<file path="config.mk">
export PLATFORM = sky130hd
export DESIGN_NAME = keypad_scanner
export DESIGN_NICKNAME = d
export VERILOG_FILES = /design/src/rtl/keypad_pkg.sv /design/src/rtl/keypad_slot_timer.sv /design/src/rtl/keypad_scanner.sv
export SDC_FILE = /design/constraint.sdc
export NUM_CORES = 1
export LEC_CHECK = 0
export CAP_MARGIN = 30
export CORE_UTILIZATION = 59
export CTS_CLUSTER_DIAMETER = 60
export DETAILED_ROUTE_END_ITERATION = 12
export PLACE_DENSITY = 0.95
export REMOVE_ABC_BUFFERS = 1
export SYNTH_ARGS = -nofsm -noshare
export SYNTH_HDL_FRONTEND = slang
export SYNTH_SLANG_ARGS = --single-unit
</file>
<file path="constraint.sdc">
create_clock -name clk -period 4.83 [get_ports clk]
set_input_delay 1.2075 -clock clk [delete_from_list [all_inputs] [get_ports clk]]
set_output_delay 1.2075 -clock clk [all_outputs]
set_load 0.01 [all_outputs]
</file>
<file path="src/rtl/keypad_pkg.sv">
// Shared types and constants for the 4x4 keypad scanner: FSM states, column
// reset pattern, KB field layout and the auto-repeat timing.
package keypad_pkg;

  typedef enum logic [1:0] {
    SCAN     = 2'd0,
    DEBOUNCE = 2'd1,
    HELD     = 2'd2,
    RELEASE  = 2'd3
  } state_t;

  localparam logic [3:0] COL_RESET = 4'b1110;

  localparam int KB_PRESSED_BIT = 7;
  localparam int KB_CODE_MSB    = 3;
  localparam int KB_CODE_LSB    = 0;

  localparam int REPEAT_START  = 32;
  localparam int REPEAT_PERIOD = 8;

  // Rows are active-low; the lowest-numbered low row wins when several are low.
  function automatic logic [1:0] lowest_low_row(input logic [3:0] rows);
    logic [1:0] idx;
    idx = 2'd3;
    if (!rows[0])      idx = 2'd0;
    else if (!rows[1]) idx = 2'd1;
    else if (!rows[2]) idx = 2'd2;
    return idx;
  endfunction

  function automatic logic [1:0] col_index(input logic [3:0] col);
    logic [1:0] idx;
    case (col)
      4'b1110: idx = 2'd0;
      4'b1101: idx = 2'd1;
      4'b1011: idx = 2'd2;
      4'b0111: idx = 2'd3;
      default: idx = 2'd0;
    endcase
    return idx;
  endfunction

  function automatic logic [7:0] kb_word(input logic pressed, input logic [3:0] code);
    logic [7:0] w;
    w = '0;
    w[KB_PRESSED_BIT] = pressed;
    w[KB_CODE_MSB:KB_CODE_LSB] = code;
    return w;
  endfunction

  // Repeat fires at the first threshold, then the counter folds back so the
  // second threshold recurs every period.
  function automatic logic repeat_due(input logic [5:0] held_slots);
    return (held_slots == 6'(REPEAT_START)) ||
           (held_slots == 6'(REPEAT_START + REPEAT_PERIOD));
  endfunction

endpackage

</file>
<file path="src/rtl/keypad_slot_timer.sv">
// Free-running slot timer: counts 0..SCAN_DIV-1 and flags the final cycle of
// each slot, which is both the row-sample point and the rollover event.
module keypad_slot_timer #(
  parameter int SCAN_DIV = 1000
) (
  input  logic clk,
  input  logic rst,
  output logic slot_end,
  output logic slot_wrap
);

  localparam int CW = (SCAN_DIV > 1) ? $clog2(SCAN_DIV) : 1;
  localparam logic [CW-1:0] LAST = CW'(SCAN_DIV - 1);

  logic [CW-1:0] count;

  always_ff @(posedge clk or negedge rst) begin
    if (!rst) begin
      count <= '0;
    end else if (count == LAST) begin
      count <= '0;
    end else begin
      count <= count + 1'b1;
    end
  end

  assign slot_end  = (count == LAST);
  assign slot_wrap = (count == LAST);

endmodule

</file>
<file path="src/rtl/keypad_scanner.sv">
// 4x4 matrix keypad scanner with press/release debounce and a KB word for the
// mcu. Define KEYPAD_REPEAT_EN to add auto-repeat strobes while a key is held.
module keypad_scanner
  import keypad_pkg::*;
#(
  parameter int SCAN_DIV     = 1000,
  parameter int DEBOUNCE_CNT = 4
) (
  input  logic       clk,
  input  logic       rst,
  input  logic [3:0] row_in,
  output logic [3:0] col_out,
  output logic [7:0] KB,
  output logic       key_strobe
);

  localparam int CNT_W = $clog2(DEBOUNCE_CNT + 1);
  localparam logic [CNT_W-1:0] CNT_DONE = CNT_W'(DEBOUNCE_CNT);
  localparam logic [CNT_W-1:0] CNT_ONE  = CNT_W'(1);

  logic [3:0]       sync1;
  logic [3:0]       sync2;
  logic             slot_end;
  logic             slot_wrap;
  state_t           state;
  state_t           state_next;
  logic [CNT_W-1:0] cnt;
  logic [CNT_W-1:0] cnt_next;
  logic [CNT_W-1:0] cnt_inc;
  logic [3:0]       code;
  logic [3:0]       code_next;
  logic [3:0]       hit_code;
  logic [3:0]       col_next;
  logic [3:0]       col_rot;
  logic [7:0]       kb_next;
  logic             strobe_next;
  logic             strobe_all;
  logic             any_low;
  logic             row_match;
  logic             cand_high;

  keypad_slot_timer #(
    .SCAN_DIV(SCAN_DIV)
  ) u_slot_timer (
    .clk      (clk),
    .rst      (rst),
    .slot_end (slot_end),
    .slot_wrap(slot_wrap)
  );

  always_ff @(posedge clk or negedge rst) begin
    if (!rst) begin
      sync1 <= '0;
      sync2 <= '0;
    end else begin
      sync1 <= row_in;
      sync2 <= sync1;
    end
  end

  assign any_low   = (sync2 != 4'hF);
  assign hit_code  = {col_index(col_out), lowest_low_row(sync2)};
  assign row_match = any_low && (hit_code[1:0] == code[1:0]);
  assign cand_high = sync2[code[1:0]];
  assign cnt_inc   = cnt + 1'b1;
  assign col_rot   = {col_out[2:0], col_out[3]};

  // The column only moves while scanning or when a release completes; every
  // other state keeps it frozen on the candidate key's column.
  always_comb begin
    state_next  = state;
    cnt_next    = cnt;
    code_next   = code;
    col_next    = col_out;
    kb_next     = KB;
    strobe_next = 1'b0;
    if (slot_end) begin
      unique case (state)
        SCAN: begin
          if (any_low) begin
            code_next = hit_code;
            if (DEBOUNCE_CNT == 1) begin
              state_next  = HELD;
              cnt_next    = '0;
              kb_next     = kb_word(1'b1, hit_code);
              strobe_next = 1'b1;
            end else begin
              state_next = DEBOUNCE;
              cnt_next   = CNT_ONE;
            end
          end else if (slot_wrap) begin
            col_next = col_rot;
          end
        end
        DEBOUNCE: begin
          if (row_match) begin
            if (cnt_inc == CNT_DONE) begin
              state_next  = HELD;
              cnt_next    = '0;
              kb_next     = kb_word(1'b1, code);
              strobe_next = 1'b1;
            end else begin
              cnt_next = cnt_inc;
            end
          end else begin
            state_next = SCAN;
            cnt_next   = '0;
          end
        end
        HELD: begin
          if (cand_high) begin
            if (DEBOUNCE_CNT == 1) begin
              state_next              = SCAN;
              cnt_next                = '0;
              kb_next[KB_PRESSED_BIT] = 1'b0;
              if (slot_wrap) col_next = col_rot;
            end else begin
              state_next = RELEASE;
              cnt_next   = CNT_ONE;
            end
          end
        end
        RELEASE: begin
          if (cand_high) begin
            if (cnt_inc == CNT_DONE) begin
              state_next              = SCAN;
              cnt_next                = '0;
              kb_next[KB_PRESSED_BIT] = 1'b0;
              if (slot_wrap) col_next = col_rot;
            end else begin
              cnt_next = cnt_inc;
            end
          end else begin
            state_next = HELD;
            cnt_next   = '0;
          end
        end
        default: begin
          state_next = SCAN;
          cnt_next   = '0;
        end
      endcase
    end
  end

`ifdef KEYPAD_REPEAT_EN
  logic [5:0] rep_cnt;
  logic [5:0] rep_next;
  logic [5:0] rep_inc;
  logic       rep_fire;

  localparam logic [5:0] REP_FIRST = 6'(REPEAT_START);
  localparam logic [5:0] REP_WRAP  = 6'(REPEAT_START + REPEAT_PERIOD);

  // Slots spent continuously in HELD; any exit or fresh entry restarts the run.
  always_comb begin
    rep_inc  = rep_cnt + 1'b1;
    rep_next = rep_cnt;
    rep_fire = 1'b0;
    if (state != HELD || state_next != HELD) begin
      rep_next = '0;
    end else if (slot_wrap) begin
      rep_fire = repeat_due(rep_inc);
      rep_next = (rep_inc == REP_WRAP) ? REP_FIRST : rep_inc;
    end
  end

  always_ff @(posedge clk or negedge rst) begin
    if (!rst) begin
      rep_cnt <= '0;
    end else begin
      rep_cnt <= rep_next;
    end
  end

  assign strobe_all = strobe_next | rep_fire;
`else
  assign strobe_all = strobe_next;
`endif

  always_ff @(posedge clk or negedge rst) begin
    if (!rst) begin
      state      <= SCAN;
      cnt        <= '0;
      code       <= '0;
      col_out    <= COL_RESET;
      KB         <= '0;
      key_strobe <= 1'b0;
    end else begin
      state      <= state_next;
      cnt        <= cnt_next;
      code       <= code_next;
      col_out    <= col_next;
      KB         <= kb_next;
      key_strobe <= strobe_all;
    end
  end

endmodule

</file>
; ---- Word level (Yosys, flattened, before mapping)
; Cells that the tools add are included.
[word_totals]
ff_bits = 37
[classes]
n_lt_le_gt_ge = 1
muxes = 33
eq_ne = 19
addsub = 2
n_reduce_logical = 10
[op_table]
columns = cell, n
row1 = 2-bit 2-to-1 mux, 8
row2 = 8-bit 2-to-1 mux, 2
row3 = 3-bit 2-to-1 mux, 5
row4 = 2-bit != test (second input constant), 7
row5 = 4-bit 2-to-1 mux, 3
row6 = 3-bit case mux with 4 select lines, 1
row7 = 10-bit by 1-bit adder with 10-bit output (second input constant), 1
row8 = 10-bit == test (second input constant), 1
row9 = 10-bit 2-to-1 mux, 1
row10 = 5-bit AND reduction, 2
row11 = 4-bit == test (second input constant), 2
row12 = 1-bit 2-to-1 mux, 8
row13 = 2-bit case mux with 4 select lines, 1
row14 = 4-bit case mux with 2 select lines, 1
row15 = 3-bit != test (second input constant), 2
row16 = 2-bit case mux with 3 select lines, 1
row17 = 3-bit AND reduction, 2
row18 = 6-bit AND reduction, 1
row19 = 2-bit == test (second input constant), 2
row20 = 4-bit by 3-bit == test with 1-bit output (second input constant), 1
row21 = 4-bit != test (second input constant), 1
row22 = 4-bit AND reduction, 1
row23 = 2-bit nonzero test, 2
row24 = 3-bit by 1-bit adder with 3-bit output (second input constant), 1
row25 = other kinds (8), 8

; ---- Longest topological paths before layout
; Gate-level depths: netlist of run 1.
[depth]
depth_word = 8
ltp_mapped = 7

; ---- Cells and area by module
; From an unflattened synthesis of run 1, not the netlist that was laid out.
[hier_totals]
cells_unflattened = 148
hier_area_um2 = 1740.4
[modules_own_cells]
columns = module, instances, cells_per_inst, seq_area_each_um2, area_per_inst_um2
row1 = keypad_scanner, 1, 103, 679.4, 1238.7
row2 = keypad_slot_timer, 1, 45, 250.2, 501.7

; ---- Worst setup path after synthesis of run 1
; No wires, ideal clock.
[synth_timing]
path_kind = reg2reg
start = register u_slot_timer.count[0]
end = register col_out[0]
setup_ns = 0.128
path_slack_ns = 2.830
stages_incl_launch_ff = 7
n_path_buf = 0
arrival_ns = 1.873
cell_sequence = dfrtp_1 > ha_1 > nand4_1 > nor4_4 > a21boi_1 > a21boi_2 > mux2_1
[synth_via]
elab_chain_cells = 2
[synth_lines]
columns = item, line
row1 = "start, declared", keypad_slot_timer.sv:15  ; logic [CW-1:0] count;
row2 = "start signal, assigned", keypad_slot_timer.sv:23  ; count <= count + 1'b1;
row3 = 10-bit == test, "keypad_slot_timer.sv:27, keypad_slot_timer.sv:28"
row4 = 5-bit AND reduction (no line), n/a
row5 = "end signal, assigned", keypad_scanner.sv:193  ; col_out <= col_next;
row6 = "end, declared", keypad_scanner.sv:12  ; output logic [3:0] col_out,
; No other way between the ends.
; A chain may end at the register's enable or synchronous reset.

; ---- Worst setup path in the final report of run 1
[layout_timing]
start = register col_out[1]
end = output port col_out[1]
; No word-level cell between the ends.

==> flow_summary.ini, run 1 <==
[status]
status = completed

[timing]
setup_viol = 0
post-route-period-util_pct = 55.8
fin_crit_ns = 2.70
fin_ws_ns = 2.13
final_hold_viol_count = 0
rsz0062_at_grt = no
slew_headroom_pct = 53.1
worstMarginPinSlew_ns = 0.698
maxSlewViolCount = 0
skew_ns = 0.0208
fmax_ghz = 0.371
tns_ns = 0

[synthesis]
ys_seq_elements = 37
synth_edf_count = 0
ys_types = 42
synth_warnings = 0
synth.avg_cell_area_um2 = 11.2
synth_area_um2 = 1720
synth-async-reset-ratio_pct = 100
ys_seq_area_share_pct = 54.1
yosys_most_used_dff = dfrtp_1
syn_inst = 153

[place]
dp_hpwl_um = 2300
routabilityCongestion = 0.777
dp_slack_ns = 2.28
portBuffers = 15

[route]
first_pass_iters = 4
detail_route.wl_per_cell_um = 15.3
ant_nets = 0
drcViolationCount = 0
dr.first_iter.drc_count = 36
num_vias = 1198
via_per_inst = 5.90
wl_um = 3100

[cells_and_area]
diodes = 0
fin_nets = 180
drive_above_1_share_pct = 12.2
n_fill_cell = 202
multi_input_area_um2 = 713
seq_area_um2 = 930
area_growth_pct = 12.2

[pwr]
leakage_uw = 0.000849
power.internal_uw = 391
powerDensity_nw_per_um2 = 259
pwr-share-seq_pct = 63.3
clkPwrFrac_pct = 33.4
power_switching_uw = 108
p_total_uw = 499
irDropWorstVdd_mv = 0.252
switching_share_pct = 21.7
power_frac_comb_pct = 3.2

[floorplanning]
rows = 19
ios = 19
start_util_pct = 62.3
chipHeight_um = 56.0
die-area_um2 = 3130
design.core.area_um2 = 2760
die_x_um = 56.0

[worst_setup_path]
worstPathRequired_ns = 3.62
crit_fanout = 5
end_kind = output port
reg2regPathDepth = 6
crit_start = col_out[1]$_DFFE_PN1P_
path_buf_inv = 1
cpMaxStageDelayCell = dfstp_2
rr_endpoint = col_out[0]$_DFFE_PN0P_
reg2reg_slack_ns = 2.22
reg2reg_from = u_slot_timer.count[0]$_DFF_PN0_
path_cells = clkdlybuf4s50_1
crit_family = flip-flops
cp-start-kind = flip-flop
cp.arrival_ns = 1.49
max_stage_delay_ns = 0.58
crit_type = reg2out

[worst_hold_path]
whs_path_depth = 0
worstHoldStart = sync1[3]$_DFF_PN0_
worstHoldPathType = reg2reg
min_to = sync2[3]$_DFF_PN0_

[global_routing]
grt_pass1_wl_um = 5360
antenna_found_initial = 0
first_global_vias = 1201
grt_use_total_pct = 22.9
grt-ovfl-total = 0
grt_max_degree = 38

[run]
max-cap-violations = 0

[cts]
clk_latency_ns = 0.36
cts_buffers = 5
path_clk_slew_ns = 0.09
cts.path.max_buffers = 2
cts_hold_buf = 0
cts-resized-gates = 0
postCtsSetupRepairBufs = 0
cts_tree = done
htree_num_levels = 2
cts_sinks = 37
clockRootBuffer = clkbuf_4
-- stage by stage --
stage,cells,utilization [%],hold slack (ns),area [µm²]
finish,203,69.9,0.362,1930
detailed placement,195,67.8,0.344,1870
global route,203,69.9,0.369,1930
global placement,195,67.8,0.337,1870
CTS,203,69.9,0.366,1930
floorplan,148,-,0.331,1670
-- cells by family after synthesis --
family,Yosys count,share of synthesized area [%]
xor+xnor,7,3.57
other cells,1,0.218
fa+ha+maj,3,2.19
flops,37,54.1
compound gates,31,12.2
simple gates,50,15.5
buf+inv,15,4.81
mux,9,7.43
-- worst register-to-register path, cell delays in order, from the launching register on --
cell and delay (ns):
dfrtp_1 0.40, ha_1 0.25, nand4_1 0.22, nor4_4 0.70
a21boi_1 0.28, a21boi_2 0.29, mux2_1 0.34
-- flip-flops by register name (all words and copies together), names as in the netlist --
register	count
u_slot_timer.count	10
KB	5
code	4
col_out	4
sync1	4
sync2	4
cnt	3
state	2
key_strobe	1
-- worst max path at each step --
| stage | endpoint | cells past startpoint | slack [ns] |
|---|---|---|---|
| after CTS | col_out[1] | 1 | 2.12 |
| after floorplan | col_out[0]$_DFFE_PN0P_ | 6 | 2.60 |
| after detailed placement | col_out[0]$_DFFE_PN0P_ | 6 | 2.28 |
| after global placement | col_out[0]$_DFFE_PN0P_ | 6 | 2.43 |
| after global routing | col_out[0]$_DFFE_PN0P_ | 6 | 2.04 |
| final | col_out[1] | 1 | 2.13 |
-- cell usage in the layout (no fill, tap or decap), drive strengths merged, types with 2 or more instances in the layout --
master / n
nor3: 3
a21oi: 6
nor2: 11
mux2: 8
a2111oi: 2
nand2: 13
clkdlybuf4s50: 15
conb: 3
o21ai: 10
o31a: 2
or3: 3
o2111ai: 2
a21boi: 3
inv: 8
nand3: 9
ha: 3
a31oi: 2
nor2b: 3
dfstp: 3
clkbuf: 8
xnor2: 2
xor2: 5
dfrtp: 34
-- power groups by stage --
stage	logic, µW	registers (µW)	clock network, µW
after floorplan	5.23	321	0
after global placement	15.7	321	0
after detailed placement	16.7	322	0
after CTS	16.6	316	172
after global routing	18.9	317	182
final	16.1	316	167
-- per-layer routing --
metal | GRT usage [%] | share of wire, % | up-vias
met4 | 12.5 | 2.2 | 0
met1 | 25.9 | 40 | 587
met5 | 0 | 0 | -
li1 | - | - | 566
met2 | 38.8 | 53 | 37
met3 | 6.74 | 4.5 | 8
-- cells in the mapped netlist (all sizes together), types with 2 or more instances --
| cell | n | area share (%) |
|---|---|---|
| o2111ai | 2 | 1.0 |
| buf | 5 | 2.6 |
| nand2 | 13 | 2.8 |
| clkbuf | 2 | 0.44 |
| mux2 | 8 | 6.1 |
| or3 | 3 | 1.1 |
| ha | 3 | 2.2 |
| dfstp | 3 | 4.6 |
| inv | 8 | 1.7 |
| nor3 | 3 | 0.87 |
| xor2 | 5 | 2.5 |
| a21boi | 3 | 1.5 |
| o21ai | 10 | 2.9 |
| a2111oi | 2 | 1.4 |
| nand3 | 9 | 2.6 |
| o31a | 2 | 1.0 |
| a31oi | 2 | 0.73 |
| dfrtp | 34 | 50 |
| nor2b | 3 | 1.1 |
| xnor2 | 2 | 1.0 |
| a21oi | 6 | 1.7 |
| nor2 | 11 | 2.4 |
-- final cells by class --
| cell class | count | area share [%] |
|---|---|---|
| clock buffers | 8 | 3.05 |
| inverters | 8 | 1.56 |
| multi-input cells | 103 | 37.0 |
| flip-flops and latches | 37 | 48.2 |
| well taps | 31 | 2.01 |
| repair buffers | 16 | 8.18 |
Note: power is estimated with default switching activity, not from simulation.
==> run 2: changes to the inputs <==
Settings changed: CORE_UTILIZATION 59 to 49, PLACE_DENSITY 0.95 to 0.86.
Clock period 4.83 ns to 2.4 ns, I/O delays scaled along.
==> flow_summary.ini, run 2 (synthesis results as in run 1) <==
[cells_and_area]
final_cell_mix = dfrtp_1, clkdlybuf4s50_1, nand2_1
largest_reg_flops = 10
reg.largest.list = u_slot_timer.count (10), KB (5)
layout_commonest_cell = dfrtp_1
largest-register = u_slot_timer.count
diodes = 0
area_growth_pct = 13.5
final_core_util_pct = 58.5
drive_above_1_share_pct = 13.9
fin_nets = 181
fin_area_um2 = 1950

[cts]
path_clk_slew_ns = 0.10
cts-resized-gates = 0
clk_latency_ns = 0.35
htree_num_levels = 2
postCtsSetupRepairBufs = 0
cts_sinks = 37
cts_hold_buf = 0
cts_tree = done
cts_buffers = 5
clockRootBuffer = clkbuf_4
cts.path.max_buffers = 2

[floorplanning]
ios = 19
die_x_um = 61.2
start_util_pct = 51.5
chipHeight_um = 61.2
design.core.area_um2 = 3340
rows = 21
die-area_um2 = 3750

[route]
num_vias = 1212
first_pass_iters = 4
detail_route.wl_per_cell_um = 13.4
via_per_inst = 5.53
drcViolationCount = 0
dr.first_iter.drc_count = 27
ant_nets = 0
wl_um = 2930

[timing]
slew_headroom_pct = 61.2
post-route-period-util_pct = 92.0
fmax_ghz = 0.453
rsz0062_at_grt = no
worstMarginPinSlew_ns = 0.568
skew_ns = 0.00893
maxSlewViolCount = 0
tns_ns = 0
setup_viol = 0
final_hold_viol_count = 0
fin_crit_ns = 2.21
fin_ws_ns = 0.191

[worst_setup_path]
max_stage_delay_ns = 0.41
cpMaxStageDelayCell = dfrtp_1
crit_fanout = 4
crit_type = reg2reg
path_cells = ha_1 -> nand4_1 -> nor4_4 -> a21boi_1 -> a21boi_2 -> mux2_1
cp.arrival_ns = 2.44
end_kind = flip-flop
worstPathRequired_ns = 2.63
cp-start-kind = flip-flop

[place]
portBuffers = 15
dp_hpwl_um = 2140
routabilityCongestion = 0.842
dp_slack_ns = 0.204
place_area_um2 = 1900

[status]
status = completed

[global_routing]
antenna_found_initial = 0
first_global_vias = 1073
grt_pass1_wl_um = 4750
grt_use_total_pct = 17.9
grt_max_degree = 38
grt-ovfl-total = 0

[pwr]
leakage_uw = 0.000853
powerDensity_nw_per_um2 = 504
irDropWorstVdd_mv = 0.382

[worst_hold_path]
worstHoldPathType = reg2reg

[run]
max-cap-violations = 0
-- run 2: final cells by class --
cell class                      instances  area, µm²
Inverter                                8       30.0
Fill cell                             280       1390
Sequential cell                        37        930
Clock inverter                          3       17.5
Multi-Input combinational cell        103        713
Tap cell                               46       57.6
Clock buffer                            5       37.5
Timing Repair Buffer                   17        165
-- run 2: layer usage --
layer / vias to the layer above / share of wire [%] / global-route usage (%)
met3: 10 / 5.1 / 5.88
met1: 579 / 44 / 22.6
met2: 48 / 48 / 28.1
li1: 575 / - / -
met4: 0 / 2.3 / 7.79
met5: - / 0 / 0
-- run 2: worst max-delay path: cells and delay by family (launching register included) --
family,cells,cell delay [ns]
multiplexers,1,0.35
AO/OA/AOI/OAI,2,0.57
AND/OR/NAND/NOR,2,0.54
flip-flops,1,0.41
adder cells (fa/ha/maj),1,0.25
-- run 2: worst paths after layout --
kind                                                 start                               to  slack [ns]  cells after the start
max in group asynchronous                              rst           col_out[3]$_DFFE_PN1P_        1.40                      2
min in group asynchronous                              rst  u_slot_timer.count[5]$_DFF_PN0_        0.65                      2
setup / recovery           u_slot_timer.count[0]$_DFF_PN0_           col_out[0]$_DFFE_PN0P_        0.19                      6
hold reg to reg                         sync1[0]$_DFF_PN0_               sync2[0]$_DFF_PN0_        0.36                      0
hold / removal                          sync1[0]$_DFF_PN0_               sync2[0]$_DFF_PN0_        0.36                      0
setup reg to reg           u_slot_timer.count[0]$_DFF_PN0_           col_out[0]$_DFFE_PN0P_        0.19                      6
-- run 2: through the flow --
stage               std cells  hold WS, ns  power, µW
floorplan                 148        0.304        657
global placement          211        0.332        679
detailed placement        211        0.335        681
CTS                       219        0.360        996
global route              219        0.362       1020
finish                    219        0.358        983
-- run 2: power by group --
group          switching, µW  internal, µW
Clock                    205           110
Sequential              5.44           630
Combinational           19.6          12.6
